<file path="src/rtl/fx2_ep6_stream_tx.sv">
// EP6 IN streaming writer: buffers upstream bytes and writes them into FX2 slave FIFO6.
// Define FX2_ZLP_EN to let flushes with no pending data emit zero-length packets.
`timescale 1ns/1ps
module fx2_ep6_stream_tx #(
    parameter int unsigned BUF_AW   = 9,
    parameter int unsigned PKT_SIZE = 512,
    parameter int unsigned TIMEOUT  = 4095
) (
    input  logic              clk,
    input  logic              reset,
    input  logic [7:0]        in_data,
    input  logic              in_valid,
    output logic              in_ready,
    input  logic              flush,
    output logic              bus_req,
    input  logic              bus_gnt,
    input  logic              fifo_full,
    output logic              fifo_wr,
    output logic              fifo_pktend,
    output logic [7:0]        fifo_dataout,
    output logic              fifo_dataout_oe,
    output logic [1:0]        fifo_fifoadr,
    output logic [BUF_AW:0]   level,
    output logic [15:0]       pkt_count
);

    localparam int unsigned DEPTH = 1 << BUF_AW;
    localparam int unsigned TW    = $clog2(TIMEOUT + 2);
    localparam logic [10:0] PKT_LAST   = 11'(PKT_SIZE - 1);
    localparam logic [BUF_AW:0] FULL_LEVEL = {1'b1, {BUF_AW{1'b0}}};
    localparam logic [BUF_AW:0] ONE_LEVEL  = {{BUF_AW{1'b0}}, 1'b1};
`ifdef FX2_ZLP_EN
    localparam bit ZLP_EN = 1'b1;
`else
    localparam bit ZLP_EN = 1'b0;
`endif

    typedef enum logic [1:0] {StIdle, StTurn, StWrite, StPktend} state_e;

    state_e            state_q;
    logic [7:0]        mem [DEPTH];
    logic [BUF_AW-1:0] wr_ptr_q, rd_ptr_q;
    logic [BUF_AW:0]   level_q;
    logic [10:0]       pkt_bytes_q;
    logic              pend_end_q;
    logic [TW-1:0]     idle_cnt_q;
    logic [15:0]       pkt_count_q;
    logic              oe_q;
    logic [1:0]        adr_q;

    logic push, pop, buf_empty, auto_commit, drained_on_commit;
    logic flush_set, timeout_set, stale_pend, idle_tick;

    assign buf_empty    = (level_q == '0);
    assign in_ready     = (level_q != FULL_LEVEL);
    assign push         = in_valid & in_ready;
    assign fifo_wr      = (state_q == StWrite) & bus_gnt & ~fifo_full & ~buf_empty;
    assign fifo_pktend  = (state_q == StPktend) & ~fifo_full;
    assign pop          = fifo_wr;
    assign fifo_dataout = mem[rd_ptr_q];
    assign fifo_dataout_oe = oe_q;
    assign fifo_fifoadr = adr_q;
    assign level        = level_q;
    assign pkt_count    = pkt_count_q;
    assign bus_req      = (state_q != StIdle) | ~buf_empty | pend_end_q;

    assign auto_commit       = pop & (pkt_bytes_q == PKT_LAST);
    // A full packet that drains the buffer already committed everything pending.
    assign drained_on_commit = auto_commit & (level_q == ONE_LEVEL) & ~push;
    assign flush_set   = flush & (ZLP_EN | ~buf_empty | ((pkt_bytes_q != '0) & ~fifo_pktend));
    assign idle_tick   = ~in_valid & buf_empty & (pkt_bytes_q != '0);
    assign timeout_set = (TIMEOUT != 0) & (idle_cnt_q == TW'(TIMEOUT)) & ~fifo_pktend;
    // Without ZLP support a pending end with nothing in the packet has nothing to commit.
    assign stale_pend  = (state_q == StWrite) & bus_gnt & buf_empty & pend_end_q
                         & (pkt_bytes_q == '0) & ~ZLP_EN;

    always_ff @(posedge clk) begin
        if (push) mem[wr_ptr_q] <= in_data;
    end

    always_ff @(posedge clk or posedge reset) begin
        if (reset) begin
            wr_ptr_q    <= '0;
            rd_ptr_q    <= '0;
            level_q     <= '0;
            pkt_bytes_q <= '0;
            pend_end_q  <= 1'b0;
            idle_cnt_q  <= '0;
            pkt_count_q <= '0;
        end else begin
            if (push) wr_ptr_q <= wr_ptr_q + 1'b1;
            if (pop)  rd_ptr_q <= rd_ptr_q + 1'b1;
            case ({push, pop})
                2'b10:   level_q <= level_q + ONE_LEVEL;
                2'b01:   level_q <= level_q - ONE_LEVEL;
                default: level_q <= level_q;
            endcase

            if (auto_commit || fifo_pktend) pkt_bytes_q <= '0;
            else if (pop)                   pkt_bytes_q <= pkt_bytes_q + 11'd1;

            if (auto_commit || fifo_pktend) pkt_count_q <= pkt_count_q + 16'd1;

            if (flush_set || timeout_set)
                pend_end_q <= 1'b1;
            else if (fifo_pktend || stale_pend || (drained_on_commit && !ZLP_EN))
                pend_end_q <= 1'b0;

            if (!idle_tick)                       idle_cnt_q <= '0;
            else if (idle_cnt_q != TW'(TIMEOUT))  idle_cnt_q <= idle_cnt_q + 1'b1;
        end
    end

    always_ff @(posedge clk or posedge reset) begin
        if (reset) begin
            state_q <= StIdle;
            oe_q    <= 1'b0;
            adr_q   <= 2'b00;
        end else begin
            unique case (state_q)
                StIdle: begin
                    if (bus_req && bus_gnt) begin
                        state_q <= StTurn;
                        oe_q    <= 1'b1;
                        adr_q   <= 2'b10;
                    end
                end
                StTurn: state_q <= StWrite;
                StWrite: begin
                    if (!bus_gnt || (buf_empty && !(pend_end_q && ((pkt_bytes_q != '0) || ZLP_EN))))
                    begin
                        state_q <= StIdle;
                        oe_q    <= 1'b0;
                        adr_q   <= 2'b00;
                    end else if (buf_empty) begin
                        state_q <= StPktend;
                    end
                end
                StPktend: begin
                    if (!fifo_full) begin
                        state_q <= StIdle;
                        oe_q    <= 1'b0;
                        adr_q   <= 2'b00;
                    end
                end
                default: state_q <= StIdle;
            endcase
        end
    end

endmodule

</file>
<file path="config.mk">
export PLATFORM = sky130hd
export DESIGN_NAME = fx2_ep6_stream_tx
export DESIGN_NICKNAME = d
export VERILOG_FILES = /design/src/rtl/fx2_ep6_stream_tx.sv
export SDC_FILE = /design/constraint.sdc
export NUM_CORES = 2
export LEC_CHECK = 0
export BUFFER_PORTS_ARGS = -buffer_cell sky130_fd_sc_hd__buf_2
export CORE_UTILIZATION = 57
export DETAILED_ROUTE_END_ITERATION = 8
export PLACE_DENSITY = 0.76
export SETUP_SLACK_MARGIN = 0.1
export SLEW_MARGIN = 30
export SYNTH_ARGS = -nofsm -noshare
export SYNTH_HDL_FRONTEND = slang
export SYNTH_SLANG_ARGS = --single-unit
export TNS_END_PERCENT = 20
</file>
<file path="constraint.sdc">
create_clock -name clk -period 3.2 [get_ports clk]
set_clock_uncertainty 0.1 [all_clocks]
set_input_delay 0.64 -clock clk [delete_from_list [all_inputs] [get_ports clk]]
set_output_delay 0.64 -clock clk [all_outputs]
set_load 0.005 [all_outputs]
</file>
# Yosys cells after proc, flatten, opt, wreduce, memory -nomap -nowiden
# Memories as Yosys holds them, arrays and structs flattened.
# Cells that the tools add are included.
[op_classes] add_sub_neg=7 mul=0 div=0 order_cmp=0 n_eq_ne=15 n_shift=0 mux=21 bitwise_logic=24 n_reduce_logical=21
[ops] operator="two-way mux 13 bit" n=2
[ops] operator="two-way mux 11 bit" n=2
[ops] operator="case mux 10 bit (2 select lines)" n=1
[ops] operator="adder 9 x 1 -> 9 bit (second input constant)" n=2
[ops] operator="adder 16 x 1 -> 16 bit (second input constant)" n=1
[ops] operator="bitwise AND 1 bit" n=16
[ops] operator="adder 13 x 1 -> 13 bit (second input constant)" n=1
[ops] operator="== test 13 x 12 -> 1 bit (second input constant)" n=1
[ops] operator="inequality test 13 x 12 -> 1 bit (second input constant)" n=1
[ops] operator="two-way mux 2 bit" n=6
[ops] operator="adder 11 x 1 -> 11 bit (second input constant)" n=1
[ops] operator="== test 11 x 9 -> 1 bit (second input constant)" n=1
[ops] operator="logical NOT 11 bit" n=1
[ops] operator="nonzero test 11 bit" n=1
[ops] operator="adder 10 x 1 -> 10 bit (second input constant)" n=1
[ops] operator="== test 10 x 1 -> 1 bit (second input constant)" n=1
[ops] operator="logical NOT 10 bit" n=1
[ops] operator="inequality test 10 bit (second input constant)" n=1
[ops] operator="subtractor 10 x 1 -> 10 bit (second input constant)" n=1
[ops] operator="case mux 2 bit (4 select lines)" n=1
[ops] operator="nonzero test 2 bit" n=4
[ops] operator="two-way mux 1 bit" n=7
[ops] operator="== test 2 bit (second input constant)" n=3
[ops] operator="case mux 2 bit (3 select lines)" n=1
[ops] operator="14 further kinds" n=30
[totals] regBits=74 latchBits=0 ram_bits=4096 romBits=0 input_bits=14 out_inout_bits=41 word_cells=99 mem_count=1
[mem_list] memory="mem" words=512 width=8 rd=1 rd_clocked_by_memory_dff=0 wr=1 line_no="41" source="logic [7:0] mem [DEPTH];"

# Longest topological paths before layout
[logic_depth] word_depth=10 mapped_depth=14 depth_no_buf=12

# Worst setup path after synthesis
# No wires, ideal clock.
[synth_path] path_type="reg-to-output" startpoint="register rd_ptr_q[1]" endpoint="output port fifo_dataout[5]" arrival_time_ns=2.613 required_time_ns=2.460 setup_slack_ns=-0.153 stages_incl_launch_ff=12 path_buffers=5 cell_sequence="dfrtp_1 buf_2 buf_4 buf_4 buf_2 buf_1 mux4_2 a221oi_1 o22ai_1 nor4_1 nand3_1 o22a_1"
[synth_via] elab_chain_len=1
[synth_lines] item="start: declaration" line_no="42" source="logic [BUF_AW-1:0] wr_ptr_q, rd_ptr_q;"
[synth_lines] item="start signal: assignment" line_no="92" source="if (pop) rd_ptr_q <= rd_ptr_q + 1'b1;"
[synth_lines] item="memory read (512 x 8 bit)"
[synth_lines] item="end: declaration" line_no="20" source="output logic [7:0] fifo_dataout,"
# No other way between the ends.

# Worst setup path after layout
[layout_path] startpoint="register rd_ptr_q[0]" endpoint="output port fifo_dataout[4]"
# Same word-level chain as after synthesis.

==> results.json <==
{
  "status": "finished with violations",
  "violations": "negative setup slack",
  "clk_latency_ns": 1.00,
  "wl_per_cell_um": 34.76,
  "clk_pin_slew_ns": 0.07,
  "worstSetupStartpointType": "flop",
  "synth_cells": 7686,
  "port-buffer-count": 53,
  "ant_nets": 0,
  "yosysWarnings": 0,
  "fin_crit_sh_pct": 169.3,
  "dr.pass1.iters": 6,
  "grt.overflow.total": 0,
  "drcViolationCount": 0,
  "nNetsFinal": 9209,
  "grt_pass1_vias": 90736,
  "crit_chain": "buf_4, buf_6, buf_12, buf_16, buf_12, buf_4, mux4_2, mux2i_2, o22ai_1, nor4_2, buf_4, nand3_1, o31a_1, buf_2",
  "core.rowCount": 195,
  "track_usage_pct": 32.03,
  "maxSlewViolCount": 0,
  "fin_crit_ns": 5.417,
  "cap_violations": 0,
  "boundaryPins": 55,
  "cts_sinks": 4168,
  "via_per_inst": 6.739,
  "ir_worst_vdd_mv": 0.5760,
  "die_h_um": 535.5,
  "cp_max_fo": 8,
  "vias": 89413,
  "cpMostUsedCell": "buf_4",
  "start_util_pct": 57.42,
  "h-tree-depth": 5,
  "synth_area_leader_cell": "edfxtp_1",
  "fillers": 15824,
  "synth_ff_type": "edfxtp_1",
  "critPathCaptureType": "output pin",
  "syn_area_um2": 162200,
  "yosysMostFrequentCell": "edfxtp_1",
  "syn_nets": 7717,
  "die_area_um2": 286800,
  "setup_viol": 8,
  "syn_to_final_growth_pct": 20.75,
  "max-slew-margin-rel_pct": 17.85,
  "hpwl_um": 277300,
  "setup_slack_ns": -2.217,
  "ys_seq_area_share_pct": 76.92,
  "synth_edf_count": 4096,
  "crit_required_ns": 2.46,
  "drive_gt1_share_pct": 38.16,
  "post-place-cells": 12387,
  "antenna_found_initial": 9,
  "async_flop_share_pct": 1.727,
  "hold_violations": 0,
  "slowest_stage": "dfrtp_4",
  "rsz0062_at_grt": "yes",
  "tightest_slew_ns": 1.232,
  "drt_wl_total_um": 461100,
  "postLayoutCoreUtil_pct": 69.34,
  "max_freq_mhz": 184.6,
  "tritoncts": "yes",
  "yosys-top-cells-count": "edfxtp_1, mux4_2, nor2_1",
  "yosys.area.top_type_share_pct": 75.81,
  "hold_path_class": "primary input to flop",
  "grt_max_degree": 172,
  "numCtsBuffers": 405,
  "path_class": "flop to output pin",
  "p_leak_nw": 64.23,
  "avgSynthCellArea_um2": 21.11,
  "total_power_mw": 152.8,
  "critPathMaxStageDelay_ns": 0.55,
  "core_um2": 282500,
  "globalplace.congestion": 0.8984,
  "synth-seq-cells": 4168,
  "synth_area_leaders": "edfxtp_1, mux4_2, nor2_1, mux2i_1, dfrtp_1",
  "dpl_worst_slack_ns": -1.874,
  "layoutNonFillerInstCount": 13268,
  "chipWidth_um": 535.5,
  "powerDensity_nw_per_um2": 780.1,
  "drtIter0Drc": 13983,
  "grt_pass1_wl_um": 652600,
  "yosysUniqueCellTypes": 73,
  "clockRootBuffer": "clkbuf_16",
  "worstPathArrival_ns": 4.68,
  "cts.path.max_buffers": 4
}
final timing paths:
path / from / endpoint / slack [ns] / cells past startpoint
min reg2reg: pkt_count[15] / pkt_count[15] / 0.38 / 1
max in group asynchronous: reset / level[6] / 1.89 / 4
max: rd_ptr_q[0] / fifo_dataout[4] / -2.22 / 14
min: in_data[0] / mem[304][0] / 0.07 / 1
max reg2reg: level[0] / mem[284][0] / 0.03 / 12
min in group asynchronous: reset / pkt_count[4] / 0.17 / 3
cells by family after synthesis:
group / Yosys count / synth area share (%)
XOR/XNOR: 56 / 0.3023
AND/OR/NAND/NOR: 1141 / 3.003
AO/OA/AOI/OAI: 539 / 2.322
buffers and inverters: 486 / 1.587
adder cells (fa/ha/maj): 17 / 0.1311
flip-flops: 4168 / 76.92
multiplexers: 1278 / 15.73
other: 1 / 0.002311
where the power goes:
group | internal [mW] | switching, mW | leakage, nW | total, mW
Combinational | 20.7 | 22.2 | 19.9 | 42.9
Sequential | 60.3 | 0.321 | 37.7 | 60.7
Clock | 28.0 | 21.3 | 6.59 | 49.3
Total | 109 | 43.7 | 64.2 | 153
layer usage:
metal | share of wire [%] | track usage [%] | routed length (um) | up-vias
met5 | 0.016 | 0 | 72 | -
met4 | 6.4 | 16.96 | 29500 | 10
met3 | 13 | 7.626 | 58500 | 1369
met2 | 47 | 50.18 | 218900 | 6919
met1 | 33 | 42.15 | 154100 | 46148
li1 | - | - | - | 34967
critical path: cells and delay by family, from the launching register on:
kind	cells	cell delay, ns
simple gates	2	0.44
buf+inv	8	1.26
mux	2	0.75
flops	1	0.55
compound gates	2	0.69
stage by stage:
step / hold slack (ns) / instance area [um2] / setup TNS (ns)
CTS: 0.02163 / 194500 / -30.85
global route: 0.04158 / 195900 / -29.32
detailed placement: 0.3752 / 177800 / -138.75
floorplan: 0.3682 / 162700 / 0
global placement: 0.3592 / 177800 / -42.28
finish: 0.07028 / 195900 / -17.10
placed cells by master, fill, tap and decap left out, drive strengths merged, types with 8 or more instances in the layout:
master,count
inv,28
clkbuf,483
nand2,278
or3,9
clkinvlp,34
o31a,8
nor3,49
dlygate4sd3,8
o21ai,43
mux2i,224
a31oi,24
a22oi,94
dfrtp,72
o31ai,9
nand3,53
nand2b,10
o221ai,33
o22ai,95
nor4,28
a22o,18
buf,1531
mux4,1009
a32oi,15
clkinv,180
a221oi,28
edfxtp,4096
a21oi,97
nor2b,22
xnor2,32
and3,25
ha,17
bufinv,54
mux2,45
a211oi,16
nand4,20
and2,11
nor2,602
xor2,24
flip-flops by register name, indices dropped and copies added (netlist names):
signal / cells
mem: 4096
level: 10
pkt_bytes_q: 11
pend_end_q: 1
state_q: 2
pkt_count: 16
rd_ptr_q: 9
fifo_fifoadr: 1
wr_ptr_q: 9
idle_cnt_q: 13
cell type report:
class,count,area [um2],area share [%]
Multi-Input combinational cell,3032,37340,19.06
Tap cell,3743,4683,2.390
Clock inverter,276,3221,1.644
Sequential cell,4168,124800,63.71
Clock buffer,476,10500,5.357
Antenna cell,2,5.005,0.002555
Inverter,20,91.34,0.04662
Timing Repair Buffer,1551,15250,7.786
repair_timing:
| item | CTS | global route |
|---|---|---|
| hold buffers | 8 | 0 |
| cloned | 11 | 7 |
| endpoints found under the hold margin | 88 | 0 |
| setup endpoints to repair | 3425 | 3549 |
| pin swaps | 39 | 38 |
| buffers inserted | 77 | 25 |
| resized for setup | 422 | 250 |
Note: power is estimated with default switching activity, not from simulation.
